File: config.mk
export PLATFORM = sky130hd
export DESIGN_NAME = cr_kme_fifo_gen
export DESIGN_NICKNAME = d
export VERILOG_FILES = /design/src/rtl/cr_kme_fifo_gen.sv
export SDC_FILE = /design/constraint.sdc
export NUM_CORES = 1
export LEC_CHECK = 0
export ABC_AREA = 1
export BUFFER_PORTS_ARGS = -buffer_cell sky130_fd_sc_hd__buf_2
export CORE_MARGIN = 4
export CORE_UTILIZATION = 30
export CTS_CLUSTER_DIAMETER = 120
export DETAILED_ROUTE_END_ITERATION = 8
export PLACE_DENSITY = 0.57
export SYNTH_ARGS = -nofsm -noshare
export SYNTH_HDL_FRONTEND = slang
export SYNTH_SLANG_ARGS = --single-unit
File: constraint.sdc
create_clock -name clk -period 5.34 [get_ports clk]
set_clock_uncertainty 0.1 [all_clocks]
set_input_delay 0.801 -clock clk [delete_from_list [all_inputs] [get_ports clk]]
set_output_delay 0.801 -clock clk [all_outputs]
set_load 0.01 [all_outputs]
File: src/rtl/cr_kme_fifo_gen.sv
`default_nettype none
// ============================================================================
//  Module      : cr_kme_fifo_gen
//  Description : Parametrised synchronous FIFO for KME channel buffering.
//                Programmable almost-full stall, synchronous clear,
//                occupancy outputs, high-water mark, overflow and
//                underflow pulses. Producer obeys fifo_in_stall, consumer
//                uses a valid/ack handshake.
//  Revision    : 1.0  initial parametrised release
// ============================================================================
module cr_kme_fifo_gen #(
    parameter int WIDTH        = 4,
    parameter int DEPTH        = 4,
    parameter int STALL_THRESH = 0,
    localparam int CW          = $clog2(DEPTH + 1)
) (
    input  logic             clk,
    input  logic             rst_n,
    input  logic [WIDTH-1:0] fifo_in,
    input  logic             fifo_in_valid,
    output logic             fifo_in_stall,
    input  logic             fifo_in_stall_override,
    output logic [WIDTH-1:0] fifo_out,
    output logic             fifo_out_valid,
    input  logic             fifo_out_ack,
    input  logic             fifo_clear,
    output logic [CW-1:0]    fifo_used_slots,
    output logic [CW-1:0]    fifo_free_slots,
    output logic [CW-1:0]    fifo_hwm,
    output logic             fifo_overflow,
    output logic             fifo_underflow
);

    // Pointer width; DEPTH >= 2 keeps this at least one bit.
    localparam int PW = $clog2(DEPTH);

    localparam logic [CW-1:0] c_DEPTH    = CW'(DEPTH);
    localparam logic [CW-1:0] c_THRESH   = CW'(STALL_THRESH);
    localparam logic [PW-1:0] c_PTR_LAST = PW'(DEPTH - 1);

    logic [WIDTH-1:0] r_mem [DEPTH];
    logic [PW-1:0]    r_wr_ptr;
    logic [PW-1:0]    r_rd_ptr;
    logic [CW-1:0]    r_count;
    logic [CW-1:0]    r_hwm;
    logic             r_overflow;
    logic             r_underflow;

    logic             w_full;
    logic             w_valid;
    logic             w_wen;
    logic             w_ren;
    logic             w_overflow;
    logic             w_underflow;
    logic [CW-1:0]    w_next_count;
    logic [CW-1:0]    w_next_hwm;

    // Full/empty come straight from the registered count.
    assign w_full  = (r_count == c_DEPTH);
    assign w_valid = (r_count != '0);

    // A clear swallows both the write and the pop of its cycle and
    // suppresses the error flags, so neither side sees a half-applied
    // transaction.
    assign w_wen       = fifo_in_valid & ~w_full  & ~fifo_clear;
    assign w_ren       = fifo_out_ack  &  w_valid & ~fifo_clear;
    assign w_overflow  = fifo_in_valid &  w_full  & ~fifo_clear;
    assign w_underflow = fifo_out_ack  & ~w_valid & ~fifo_clear;

    // Next occupancy: write and pop in the same cycle cancel out.
    always_comb begin
        w_next_count = r_count;
        if (fifo_clear) begin
            w_next_count = '0;
        end else if (w_wen && !w_ren) begin
            w_next_count = r_count + CW'(1);
        end else if (!w_wen && w_ren) begin
            w_next_count = r_count - CW'(1);
        end
    end

    // High-water mark tracks the occupancy the FIFO is about to hold.
    always_comb begin
        w_next_hwm = r_hwm;
        if (fifo_clear) begin
            w_next_hwm = '0;
        end else if (w_next_count > r_hwm) begin
            w_next_hwm = w_next_count;
        end
    end

    // Pointers, count, watermark and one-cycle error pulses.
    always_ff @(posedge clk or negedge rst_n) begin
        if (!rst_n) begin
            r_wr_ptr    <= '0;
            r_rd_ptr    <= '0;
            r_count     <= '0;
            r_hwm       <= '0;
            r_overflow  <= 1'b0;
            r_underflow <= 1'b0;
        end else begin
            r_count     <= w_next_count;
            r_hwm       <= w_next_hwm;
            r_overflow  <= w_overflow;
            r_underflow <= w_underflow;
            if (fifo_clear) begin
                r_wr_ptr <= '0;
                r_rd_ptr <= '0;
            end else begin
                // Explicit wrap compare so non-power-of-2 depths work.
                if (w_wen) begin
                    r_wr_ptr <= (r_wr_ptr == c_PTR_LAST) ? '0 : r_wr_ptr + PW'(1);
                end
                if (w_ren) begin
                    r_rd_ptr <= (r_rd_ptr == c_PTR_LAST) ? '0 : r_rd_ptr + PW'(1);
                end
            end
        end
    end

    // Storage array; contents are never reset because the output is
    // masked whenever the FIFO is empty.
    always_ff @(posedge clk) begin
        if (w_wen) begin
            r_mem[r_wr_ptr] <= fifo_in;
        end
    end

    assign fifo_out_valid  = w_valid;
    assign fifo_out        = w_valid ? r_mem[r_rd_ptr] : '0;
    assign fifo_used_slots = r_count;
    assign fifo_free_slots = c_DEPTH - r_count;
    assign fifo_hwm        = r_hwm;
    assign fifo_overflow   = r_overflow;
    assign fifo_underflow  = r_underflow;

    // Stall is advisory: writes are still accepted while space remains.
    assign fifo_in_stall = (fifo_free_slots <= c_THRESH) | fifo_in_stall_override;

endmodule
`default_nettype wire

==> results.cfg <==
[floorplanning]
io_pins = 27
coreArea_um2 = 4755
die_h_um = 78.45
fp.dieW_um = 78.45
start_util_pct = 31.32
die_area_um2 = 6154
std_cell_rows = 25

[setup_path]
rrSetupSlack_ps = 2560
crit_top_cell = nand2_1
critical_path_class = flip-flop to flip-flop
critPathMaxStageDelay_ps = 420
reg2regPathDepth = 21
crit_family = simple AND/OR/NAND/NOR gates
cp-end-kind = flip-flop
worstReg2RegEnd = fifo_hwm[1]$_DFFE_PN0P_
critPathMaxFanout = 6
startpoint_type = flip-flop
r2r_start = fifo_used_slots[0]$_DFF_PN0_
cp.required_ps = 5410
cp_cell_sequence = inv_1 -> ha_1 -> ha_1 -> inv_2 -> nand2_4 -> nor2_1 -> nand3_2 -> nand2_1 -> nand2_1 -> nand2_1 -> nor2_1 -> ha_1 -> nand2_1 -> inv_1 -> nand2_1 -> nand2_1 -> nand2_1 -> nand2_1 -> inv_1 -> nand2_1 -> nand2_1
slowest_stage = dfrtp_1
cp-endpoint = fifo_hwm[1]$_DFFE_PN0P_
cp.arrival_ps = 2850
cp.buffers_inverters = 4
crit_start = fifo_used_slots[0]$_DFF_PN0_
cp.depth = 21

[final_layout]
layout-drive-gt1-share_pct = 22.04
layout_commonest_cell = nand2_1
syn_to_final_growth_pct = 18.32
antenna_cells = 0
finish.net_count = 210
register_area_um2 = 780.7
multi_input_area_um2 = 599.3
layout_common_cells = 31 x nand2_1, 27 x nor2_1, 26 x buf_2
fillers = 502
postLayoutCellArea_um2 = 1762

[synthesis]
syn_nets = 181
netlist-cell-type-count = 22
synth.yosys.seq_area_share_pct = 52.44
syn_area_um2 = 1489
avgSynthCellArea_um2 = 9.424
ys_ff_latch = 28
synthCells = 158
yosys_warnings = 0

[clock_network]
cts_hold_buf = 0
cts_max_level = 1
cts-root-buf = clkbuf_8
cts-resized-gates = 0
post_cts_buffers = 0
worstSkewPairLatency_ps = 270
cts_buffers = 3
cts_max_path_buffers = 2
clk_pin_slew_ps = 100
cts_tree = yes
clock_sinks = 28

[global_route]
antenna_found_initial = 0
grt_start_max_net_pins = 17
grt_overflow = 0
grt_pass1_vias = 1054
grt_pass1_wl_um = 4899
grt_use_total_pct = 10.10

[power]
p_comb_share_pct = 28.9
p_switching_uw = 191.6
pwr_density_cell_nw_per_um2 = 343.8
p_int_uw = 414.0
switching_share_pct = 31.64
power_frac_seq_pct = 43.8
leakage_nw = 0.8596
pwr-share-clk_pct = 27.4
peakVddDrop_mv = 0.1019
total_power_uw = 605.6

[job]
drv_cap = 0

[placement]
dp_hpwl_um = 2204
place_area_um2 = 1690
place.gp.congestion = 0.7868
dp_slack_ps = 2555
io_buffers = 26

[timing]
slew_viol_final = 0
fin_tns_setup_ps = 0
rsz0062_at_grt = no
worst_slew_pin_slew_ps = 451.7
slew-limit-headroom_pct = 69.78
hold_viol = 0
min_period_ps = 2777
fin_crit_sh_pct = 52.00
fin_ws_ps = 2563
fmax_mhz = 360.1
setup_viol = 0

[routing]
vias = 1074
drc = 0
first_pass_iters = 4
drt-total-wl_um = 2876
antenna_left = 0
avgRoutedWirePerCell_um = 11.37
viasPerCell = 4.245
drt-initial-drc-count = 65

[worst_hold_path]
hold_class = input pin to asynchronous set/reset pin

[run_status]
status = finished clean
layout make-up:
cell class | instances | area share, %
Clock buffer | 3 | 2.344
Clock inverter | 1 | 1.705
Inverter | 25 | 5.469
Multi-Input combinational cell | 103 | 34.02
Sequential cell | 28 | 44.32
Tap cell | 67 | 4.759
Timing Repair Buffer | 26 | 7.386
state kept, by name, summed over array words and instances (netlist names):
name,cells
fifo_overflow,1
r_wr_ptr,2
r_rd_ptr,2
fifo_hwm,3
fifo_underflow,1
r_mem,16
fifo_used_slots,3
cell usage after synthesis (all sizes together):
master / instances / area [um^2]
nor2: 27 / 101.4
edfxtp: 16 / 480.5
or2: 1 / 6.260
nand3: 7 / 55.05
o22ai: 1 / 6.260
a21oi: 5 / 25.02
xnor2: 1 / 8.760
nand4: 3 / 33.78
nor3: 1 / 5.000
buf: 2 / 12.51
inv: 25 / 96.35
dfrtp: 12 / 300.3
o211ai: 1 / 12.51
ha: 13 / 162.7
nand2: 32 / 127.6
o21ai: 11 / 55.05
worst register-to-register path: stages, from the launching register on:
cell	delay [ps]
dfrtp_1	420
inv_1	100
ha_1	210
ha_1	290
inv_2	130
nand2_4	60
nor2_1	190
nand3_2	80
nand2_1	70
nand2_1	60
nand2_1	60
nor2_1	50
ha_1	290
nand2_1	50
inv_1	60
nand2_1	50
nand2_1	50
nand2_1	40
nand2_1	110
inv_1	80
nand2_1	60
nand2_1	50
cells by family after synthesis:
| family | share of synthesized area (%) |
|---|---|
| AO/OA/AOI/OAI | 6.638 |
| buffers and inverters | 7.311 |
| XOR/XNOR | 0.5883 |
| AND/OR/NAND/NOR | 22.10 |
| adder cells (fa/ha/maj) | 10.92 |
| flip-flops | 52.44 |
how the worst min path moves through the flow:
| stage | to | cells after the start |
|---|---|---|
| 3_5_place_dp | fifo_hwm[1]$_DFFE_PN0P_ | 2 |
| 2_1_floorplan | fifo_hwm[0]$_DFFE_PN0P_ | 0 |
| 5_1_grt | fifo_hwm[1]$_DFFE_PN0P_ | 1 |
| 3_3_place_gp | fifo_hwm[1]$_DFFE_PN0P_ | 2 |
| 4_1_cts | fifo_used_slots[0]$_DFF_PN0_ | 1 |
| 6_report | fifo_used_slots[0]$_DFF_PN0_ | 1 |
through the flow:
step | hold slack (ps) | instances | util (%)
after floorplan | 405.4 | 158 | -
after global placement | 394.5 | 249 | 35.55
after detailed placement | 396.7 | 249 | 35.55
after CTS | 295.6 | 253 | 37.05
after global routing | 298.9 | 253 | 37.05
final | 287.1 | 253 | 37.05
power by group through the flow:
stage                     Clock (mW)  Sequential [mW]  Combinational [mW]
after global routing           0.178            0.269               0.204
final                          0.166            0.265               0.175
after detailed placement           0            0.271               0.177
after floorplan                    0            0.270               0.118
after global placement             0            0.270               0.176
after CTS                      0.169            0.266               0.178
layer usage:
layer	GRT usage (%)	share of wire [%]
met5	0	0
met4	5.070	1.8
met3	1.606	3.8
met2	17.38	48
met1	12.19	46
No activity file was read; power rests on OpenSTA's default activity.
